`config.mk`:
```
export PLATFORM = sky130hd
export DESIGN_NAME = twos_accum_flat
export DESIGN_NICKNAME = d
export VERILOG_FILES = /design/src/rtl/twos_accum_if.sv /design/src/rtl/twos_accum.sv /design/src/flat_wrapper.sv
export SDC_FILE = /design/constraint.sdc
export NUM_CORES = 1
export LEC_CHECK = 0
export ABC_CLOCK_PERIOD_IN_PS = 3300
export CAP_MARGIN = 20
export CORE_MARGIN = 10
export CORE_UTILIZATION = 45
export DETAILED_ROUTE_END_ITERATION = 10
export PLACE_DENSITY = 0.73
export SYNTH_ARGS = -nofsm -noshare
export SYNTH_HDL_FRONTEND = slang
export SYNTH_SLANG_ARGS = --single-unit
```
`constraint.sdc`:
```
create_clock -name clk -period 3.3 [get_ports clk]
set_clock_uncertainty 0.2 [all_clocks]
set_input_delay 0.495 -clock clk [delete_from_list [all_inputs] [get_ports clk]]
set_output_delay 0.495 -clock clk [all_outputs]
set_load 0.01 [all_outputs]
```
`src/rtl/twos_accum_if.sv`:
```
// Sample-in / frame-sum-out handshake bundle for the saturating frame accumulator.
// The master side is the upstream/downstream environment, the slave side is the accumulator.
interface twos_accum_if #(
  parameter int DIN_W = 4,
  parameter int ACC_W = 8
);
  logic [DIN_W-1:0] din;
  logic             din_valid;
  logic             din_ready;
  logic [ACC_W-1:0] sum;
  logic             sum_valid;
  logic             sum_ready;
  logic             ovf;

  modport master (
    output din, din_valid, sum_ready,
    input  din_ready, sum, sum_valid, ovf
  );

  modport slave (
    input  din, din_valid, sum_ready,
    output din_ready, sum, sum_valid, ovf
  );
endinterface

```
`src/rtl/twos_accum.sv`:
```
// Saturating accumulator of NUM_SAMPLES signed samples per frame, with a sticky
// per-frame overflow flag and valid/ready handshakes on both sides.
module twos_accum #(
  parameter int DIN_W       = 4,
  parameter int ACC_W       = 8,
  parameter int NUM_SAMPLES = 4
) (
  input  logic        clk,
  input  logic        rst_n,
  twos_accum_if.slave bus
);

  localparam logic [0:0]       ST_ACC   = 1'b0;
  localparam logic [0:0]       ST_DONE  = 1'b1;
  localparam logic [3:0]       LAST_IDX = 4'(NUM_SAMPLES - 1);
  localparam logic [ACC_W-1:0] ACC_MAX  = {1'b0, {(ACC_W-1){1'b1}}};
  localparam logic [ACC_W-1:0] ACC_MIN  = {1'b1, {(ACC_W-1){1'b0}}};

  // Returns {saturated, result}; the sum is formed one bit wider so the two top
  // bits disagreeing is exactly the out-of-range condition.
  function automatic logic [ACC_W:0] sat_add(input logic [ACC_W-1:0] a,
                                             input logic [DIN_W-1:0] d);
    logic [ACC_W:0] ext;
    logic [ACC_W:0] t;
    logic [ACC_W:0] r;
    ext = {{(ACC_W+1-DIN_W){d[DIN_W-1]}}, d};
    t   = {a[ACC_W-1], a} + ext;
    case ({t[ACC_W], t[ACC_W-1]})
      2'b01:   r = {1'b1, ACC_MAX};
      2'b10:   r = {1'b1, ACC_MIN};
      default: r = {1'b0, t[ACC_W-1:0]};
    endcase
    return r;
  endfunction

  logic [0:0]       state_r, state_s;
  logic [ACC_W-1:0] acc_r, acc_s;
  logic [3:0]       cnt_r, cnt_s;
  logic             ovf_r, ovf_s;
  logic             din_ready_r, din_ready_s;
  logic             sum_valid_r, sum_valid_s;
  logic             accept_s;
  logic [ACC_W:0]   add_s;

  assign accept_s = bus.din_valid && din_ready_r;
  assign add_s    = sat_add(acc_r, bus.din);

  // Next-state, accumulation and handshake-output decode.
  always_comb begin
    state_s = state_r;
    acc_s   = acc_r;
    cnt_s   = cnt_r;
    ovf_s   = ovf_r;
    case (state_r)
      ST_ACC: begin
        if (accept_s) begin
          acc_s = add_s[ACC_W-1:0];
          ovf_s = ovf_r | add_s[ACC_W];
          cnt_s = cnt_r + 4'd1;
          if (cnt_r == LAST_IDX) begin
            state_s = ST_DONE;
          end else begin
            state_s = ST_ACC;
          end
        end else begin
          state_s = ST_ACC;
        end
      end
      ST_DONE: begin
        if (bus.sum_ready) begin
          state_s = ST_ACC;
          acc_s   = {ACC_W{1'b0}};
          cnt_s   = 4'd0;
          ovf_s   = 1'b0;
        end else begin
          state_s = ST_DONE;
        end
      end
      default: begin
        state_s = ST_ACC;
        acc_s   = {ACC_W{1'b0}};
        cnt_s   = 4'd0;
        ovf_s   = 1'b0;
      end
    endcase
    din_ready_s = (state_s == ST_ACC);
    sum_valid_s = (state_s == ST_DONE);
  end

  // State and output registers; din_ready stays low until the first edge after reset.
  always_ff @(posedge clk or negedge rst_n) begin
    if (!rst_n) begin
      state_r     <= ST_ACC;
      acc_r       <= {ACC_W{1'b0}};
      cnt_r       <= 4'd0;
      ovf_r       <= 1'b0;
      din_ready_r <= 1'b0;
      sum_valid_r <= 1'b0;
    end else begin
      state_r     <= state_s;
      acc_r       <= acc_s;
      cnt_r       <= cnt_s;
      ovf_r       <= ovf_s;
      din_ready_r <= din_ready_s;
      sum_valid_r <= sum_valid_s;
    end
  end

  assign bus.din_ready = din_ready_r;
  assign bus.sum       = acc_r;
  assign bus.sum_valid = sum_valid_r;
  assign bus.ovf       = ovf_r;

endmodule

```
`src/flat_wrapper.sv`:
```
// flat-port wrapper written by rule: the top's interface ports become plain ports
module twos_accum_flat 
#(
  parameter int DIN_W       = 4,
  parameter int ACC_W       = 8,
  parameter int NUM_SAMPLES = 4
)
  (clk, rst_n, bus_din, bus_din_valid, bus_sum_ready, bus_din_ready, bus_sum, bus_sum_valid, bus_ovf);
  twos_accum_if #(.DIN_W(DIN_W), .ACC_W(ACC_W)) bus_i ();
  input  logic clk;
  input  logic rst_n;
  input wire logic [$bits(bus_i.din)-1:0] bus_din;
  input wire logic [$bits(bus_i.din_valid)-1:0] bus_din_valid;
  input wire logic [$bits(bus_i.sum_ready)-1:0] bus_sum_ready;
  output wire logic [$bits(bus_i.din_ready)-1:0] bus_din_ready;
  output wire logic [$bits(bus_i.sum)-1:0] bus_sum;
  output wire logic [$bits(bus_i.sum_valid)-1:0] bus_sum_valid;
  output wire logic [$bits(bus_i.ovf)-1:0] bus_ovf;
  assign bus_i.din = bus_din;
  assign bus_i.din_valid = bus_din_valid;
  assign bus_i.sum_ready = bus_sum_ready;
  assign bus_din_ready = bus_i.din_ready;
  assign bus_sum = bus_i.sum;
  assign bus_sum_valid = bus_i.sum_valid;
  assign bus_ovf = bus_i.ovf;
  twos_accum #(.DIN_W(DIN_W), .ACC_W(ACC_W), .NUM_SAMPLES(NUM_SAMPLES)) u_core (.clk(clk), .rst_n(rst_n), .bus(bus_i));
endmodule
```
==> metrics, run 1 <==
Yosys warnings 0; Netlist Area Pre-Place 1010 um2; Buf/Inv on CP 2; antenna-violating nets left 0; status finished clean; CP delay by family, top compound AO/OA/AOI/OAI gates; worst-skew pair later-pin latency 0.28 ns; fin nets 160; fin. max-slew vios 0; peak supply drop 0.633 mV; Port-buffer cells 18; cells along the critical path clkdlybuf4s50_1 -> ha_1 -> fa_2 -> a21oi_2 -> o21ai_0 -> a21oi_1 -> nor2b_1 -> o31a_1 -> ha_4 -> inv_1 -> a2111oi_1 -> mux2_2 -> nor2_1; RSZ-0062 raised after global routing no; commonest cells after routing, fill and taps aside 18 x nand2_1, 18 x clkdlybuf4s50_1, 15 x dfrtp_1, 12 x buf_4, 10 x ha_1; drt pass-1 iters 5; RD Place Congestion 0.882; vias in the first global route 904; cts hold-fix bufs 0; Via Count 924; initial antenna violation count 0; Tmin final 3.09 ns; final setup violation count 0; Synth Register Bits 15; CTS tree built; Crit path arrival time 3.07 ns; HP Class reg -> reg; Setup Buffers After CTS 0; RR Startpoint u_core.bus.sum[0]; CP startpoint bus_din[0]; All-Layer GR Usage 10.6%; placed cell count 163; die area 4550 um2; LEAKAGE 0.605 nW; syn nets 127; Syn Inst Count 107; clock net sink count 15; Critical Path Max Stage Delay 0.40 ns; DIE WIDTH 67.5 um; max-cap violation count 0; Non-Filler Instances 167; Die Y 67.5 um; syn avg cell area 9.47 um2; worst hold stages 2; largest net degree at the start of global routing 16; IO Pins 19; H-tree Lvls 1; Worst Tran Pin Value 0.671 ns; Critical Path Sink u_core.bus.sum[6]; relative slew slack 55.1%; Max clock buf depth 2; first-pass GRT wire length 3820 um; reg2reg path depth 12; DP Wirelength 1920 um; drt via density 5.53; Crit path depth 13; power density cells 1160 nW/um2; critical path class in -> reg; 1st-iter DRT viols 50; fmax 0.323 GHz; register area share after synthesis 37.0%; Setup TNS 0 ns; n_diodes 0; final hold viol count 0; Yosys cell types 32; layout cell share with drive strength beyond 1 18.0%; Post-Route WL 2380 um; Inserted Clock Buffers 3; worst r2r dst u_core.bus.sum[6]; Startpoint Class primary input; Slowest cell on crit path clkdlybuf4s50_1; row count 17; clock root buffer clkbuf_4; starting density of the core 46.7%; Congestion Overflow GR 0; Critical Path RT 3.28 ns; DRC violations left 0; Core Region 2170 um2; Worst Setup End Kind register; Clk pin slew, worst setup/hold paths 0.09 ns; WL per Instance 14.2 um; critical path peak fanout 4; Area Overhead vs Synth 33.3%; final period utilization 93.7%; FF-to-FF setup slack 0.39 ns
## synth_stat cells
library cell | count | area, um2
o31a_1 | 1 | 8.76
a21oi_4 | 1 | 16.3
nand3_1 | 3 | 15.0
xnor2_1 | 4 | 35.0
nand2b_1 | 2 | 12.5
a211oi_1 | 2 | 15.0
nand2_1 | 18 | 67.6
inv_1 | 5 | 18.8
dfrtp_1 | 15 | 375
fa_1 | 1 | 20.0
buf_6 | 1 | 11.3
a211o_1 | 1 | 8.76
a22oi_1 | 1 | 7.51
ha_1 | 11 | 138
a21oi_1 | 10 | 50.1
nor2b_1 | 1 | 6.26
o21a_1 | 1 | 7.51
o21ai_0 | 6 | 30.0
clkbuf_1 | 1 | 3.75
o32ai_1 | 1 | 8.76
mux2_2 | 1 | 11.3
a22o_2 | 4 | 40.0
a31o_1 | 1 | 8.76
o31ai_1 | 2 | 15.0
nand4_1 | 1 | 6.26
and3b_1 | 1 | 8.76
xor2_1 | 2 | 17.5
o22ai_1 | 1 | 6.26
nor2_1 | 5 | 18.8
a21o_1 | 1 | 7.51
a2111oi_1 | 1 | 10.0
o21bai_1 | 1 | 7.51
## cell families (layout without fill, tap and decap cells)
group	count (synthesis)	after routing	share of synthesized area [%]
AO/OA/AOI/OAI	35	35	24.4
XOR/XNOR	6	6	5.19
adder cells (fa/ha/maj)	12	12	15.6
buffers and inverters	7	39	3.33
flip-flops	15	15	37.0
multiplexers	1	1	1.11
AND/OR/NAND/NOR	31	31	13.3
## layer usage
metal | wire length (um) | track usage [%] | share of wire, %
met5 | 0 | 0 | 0
met4 | 70 | 4.87 | 2.9
met3 | 168 | 3.31 | 7.1
met2 | 1170 | 18.6 | 49
met1 | 972 | 11.3 | 41
## sequential cells by signal, summed over array words and instances, names as in the netlist
register and count:
u_core.bus.din_ready 1, u_core.bus.ovf 1, u_core.bus.sum 8, u_core.cnt_r 4
u_core.state_r 1
## report_power, final
group	total, W	switching (W)	leakage [nW]	internal, W
Clock	0.000109	0.0000617	0.0150	0.0000470
Combinational	0.00111	0.000521	0.409	0.000591
Sequential	0.000352	0.0000790	0.181	0.000273
## worst min-delay path by stage
stage | from | end | slack, ns
finish | u_core.bus.sum[0] | u_core.bus.sum[0] | 0.31
global route | u_core.bus.sum[0] | u_core.bus.sum[0] | 0.35
CTS | u_core.bus.sum[0] | u_core.bus.sum[0] | 0.32
detailed placement | u_core.bus.sum[0] | u_core.bus.sum[0] | 0.30
global placement | u_core.bus.sum[0] | u_core.bus.sum[0] | 0.29
floorplan | rst_n | u_core.bus.din_ready | -0.0006
## repair_timing
action	CTS	global route
hold endpoints to repair	0	0
setup endpoints to repair	0	9
resized for setup	0	4
## final cells by class
cell class | count | area, um2
multi-input cells | 85 | 626
fillers | 190 | 818
repair buffers | 30 | 270
flip-flops and latches | 15 | 375
well taps | 28 | 35.0
inverters | 5 | 18.8
clock buffers | 4 | 26.3
## worst min-delay path, cell delays in order, from the launching register on
cell	delay [ns]
dfrtp_1	0.38
nand2_1	0.06
nand2_1	0.05
## metrics by stage
step	hold slack (ns)	power, W	cell area [um2]	util (%)	setup slack (ns)
finish	0.311	0.00157	1350	62.3	0.207
global route	0.350	0.00173	1350	62.3	0.0609
CTS	0.320	0.00153	1330	61.3	0.0300
detailed placement	0.299	0.00142	1300	60.1	-0.251
global placement	0.289	0.00140	1300	60.1	-0.153
floorplan	-0.000591	0.000974	1010	-	0.112
(Power assumes the default switching activity.)
==> run 2, diff against run 1 <==
--- a/config.mk
+++ b/config.mk
@@ -5,12 +5,12 @@
 export SDC_FILE = /design/constraint.sdc
 export NUM_CORES = 1
 export LEC_CHECK = 0
-export ABC_CLOCK_PERIOD_IN_PS = 3300
+export ABC_CLOCK_PERIOD_IN_PS = 3900
 export CAP_MARGIN = 20
 export CORE_MARGIN = 10
 export CORE_UTILIZATION = 45
 export DETAILED_ROUTE_END_ITERATION = 10
-export PLACE_DENSITY = 0.73
+export PLACE_DENSITY = 0.7
 export SYNTH_ARGS = -nofsm -noshare
 export SYNTH_HDL_FRONTEND = slang
 export SYNTH_SLANG_ARGS = --single-unit
==> constraint.sdc (replaced) <==
create_clock -name clk -period 3.9 [get_ports clk]
set_clock_uncertainty 0.2 [all_clocks]
set_input_delay 0.585 -clock clk [delete_from_list [all_inputs] [get_ports clk]]
set_output_delay 0.585 -clock clk [all_outputs]
set_load 0.01 [all_outputs]
==> run 2 against run 1 <==
Effect of this change: die area did not move; wire length fell by 5.9%; clock-buffer cell count did not move; critical endpoint unchanged.
==> metrics, run 2 (same netlist as run 1, synthesis figures left out) <==
peak supply drop 0.467 mV; critical path class in -> reg; status finished clean; fin. max-slew vios 0; CP startpoint bus_din[0]; max reg flops 8; final period utilization 86.9%; Tmin final 3.39 ns; IO Pins 19; Setup TNS 0 ns; DP Area 1240 um2; RD Place Congestion 0.800; Top Usage Layer GRT met2; relative slew slack 54.6%; RSZ-0062 raised after global routing no; Congestion Overflow GR 0; antenna-violating nets left 0; RR Startpoint u_core.bus.sum[0]; sequential power share 25.3%; Critical Path RT 3.87 ns; HP Class reg -> reg; Int Pwr 0.000663 W; fillers 199; fmax 0.295 GHz; DIE WIDTH 67.5 um; initial antenna violation count 0; DP Wirelength 1740 um; Inserted Clock Buffers 3; power density cells 935 nW/um2; total power 0.00118 W; Die Y 67.5 um; fin nets 151; Core Region 2170 um2; post-route cell area 1260 um2; Crit path arrival time 3.36 ns; All-Layer GR Usage 10.7%; clock share of power 7.6%; starting density of the core 46.7%; Startpoint Class primary input; clock root buffer clkbuf_4; first-pass GRT wire length 3860 um; Worst Tran Pin Value 0.679 ns; met3 usage 3.64%; drt via density 5.48; Seq. cell area 375 um2; LEAKAGE 0.562 nW; final hold viol count 0; hold path start u_core.bus.sum[0]; Port-buffer cells 18; Clk pin slew, worst setup/hold paths 0.09 ns; Worst Setup End Kind register; Comb pwr share 67.1%; DRC violations left 0; Via Count 866; Post-Route WL 2240 um; H-tree Lvls 1; largest net degree at the start of global routing 16; Multi-input gate area 604 um2; worst-skew pair later-pin latency 0.28 ns; Net Sw Frac 43.8%; 1st-iter DRT viols 50; clock net sink count 15; cts hold-fix bufs 0; Max clock buf depth 2; critical path peak fanout 5; die area 4550 um2; layout cell share with drive strength beyond 1 9.23%; max-cap violation count 0; Setup Buffers After CTS 0; WL per Instance 14.2 um; row count 17; commonest cells after routing, fill and taps aside 18 x nand2_1, 18 x clkdlybuf4s50_1, 15 x dfrtp_1, 11 x ha_1, 10 x a21oi_1; CTS tree built; sw power 0.000517 W; vias in the first global route 852; met1 Resource Use GR 11.4%; met2 Usage GRT 18.6%; n_diodes 0; Area Overhead vs Synth 24.6%; drt pass-1 iters 4; final setup violation count 0; post-CTS sizing 0
## run 2: cell types whose count changed in the layout (fill, tap and decap cells not counted)
cell,previous run,this run
fa_2,1,0
ha_1,10,11
buf_4,12,3
a21oi_1,9,10
fa_1,0,1
a21oi_2,1,0
nor2_2,1,0
ha_4,1,0
nor2_1,4,5
## run 2: metal layers
metal | up-vias | wire length, um
met2 | 17 | 1100
li1 | 438 | -
met5 | - | 0
met3 | 4 | 163
met4 | 0 | 36
met1 | 407 | 942
## run 2: per-stage QoR
step | util, % | worst slack, ns | hold WS (ns) | std cells
2_1_floorplan | - | 0.622 | 0.0894 | 107
3_3_place_gp | 57.0 | 0.294 | 0.289 | 154
3_5_place_dp | 57.0 | 0.259 | 0.312 | 154
4_1_cts | 58.2 | 0.544 | 0.327 | 158
5_1_grt | 58.2 | 0.323 | 0.346 | 158
6_report | 58.2 | 0.513 | 0.322 | 158
## run 2: area by class of cell
cell class	instances	area share, %
multi-input cells	85	47.9
flip-flops and latches	15	29.7
repair buffers	21	16.1
well taps	28	2.78
clock buffers	4	2.08
inverters	5	1.49
## run 2: worst paths after layout
check | slack (ns) | end | depth (start not counted)
worst min-delay path | 0.32 | u_core.bus.sum[0] | 2
worst min register to register | 0.32 | u_core.bus.sum[0] | 2
max in group asynchronous | 2.56 | u_core.bus.sum[2] | 1
worst max-delay path | 0.51 | u_core.bus.sum[6] | 13
min in group asynchronous | 0.51 | u_core.cnt_r[3] | 1
worst max register to register | 0.79 | u_core.bus.sum[6] | 12
## run 2: power by group through the flow
stage | Clock [W] | Sequential (W) | Combinational (W)
4_1_cts | 0.0000926 | 0.000299 | 0.000799
3_3_place_gp | 0 | 0.000299 | 0.000781
3_5_place_dp | 0 | 0.000301 | 0.000792
2_1_floorplan | 0 | 0.000313 | 0.000512
6_report | 0.0000893 | 0.000299 | 0.000792
5_1_grt | 0.000102 | 0.000310 | 0.000899
## run 2: worst max-delay path, cell delays in order
cell and delay, ns:
clkdlybuf4s50_1 0.40, ha_1 0.23, fa_1 0.41, a21oi_1 0.19
o21ai_0 0.14, a21oi_1 0.16, nor2b_1 0.07, o31a_1 0.24
ha_1 0.33, inv_1 0.10, a2111oi_1 0.25, mux2_2 0.21
nor2_1 0.04
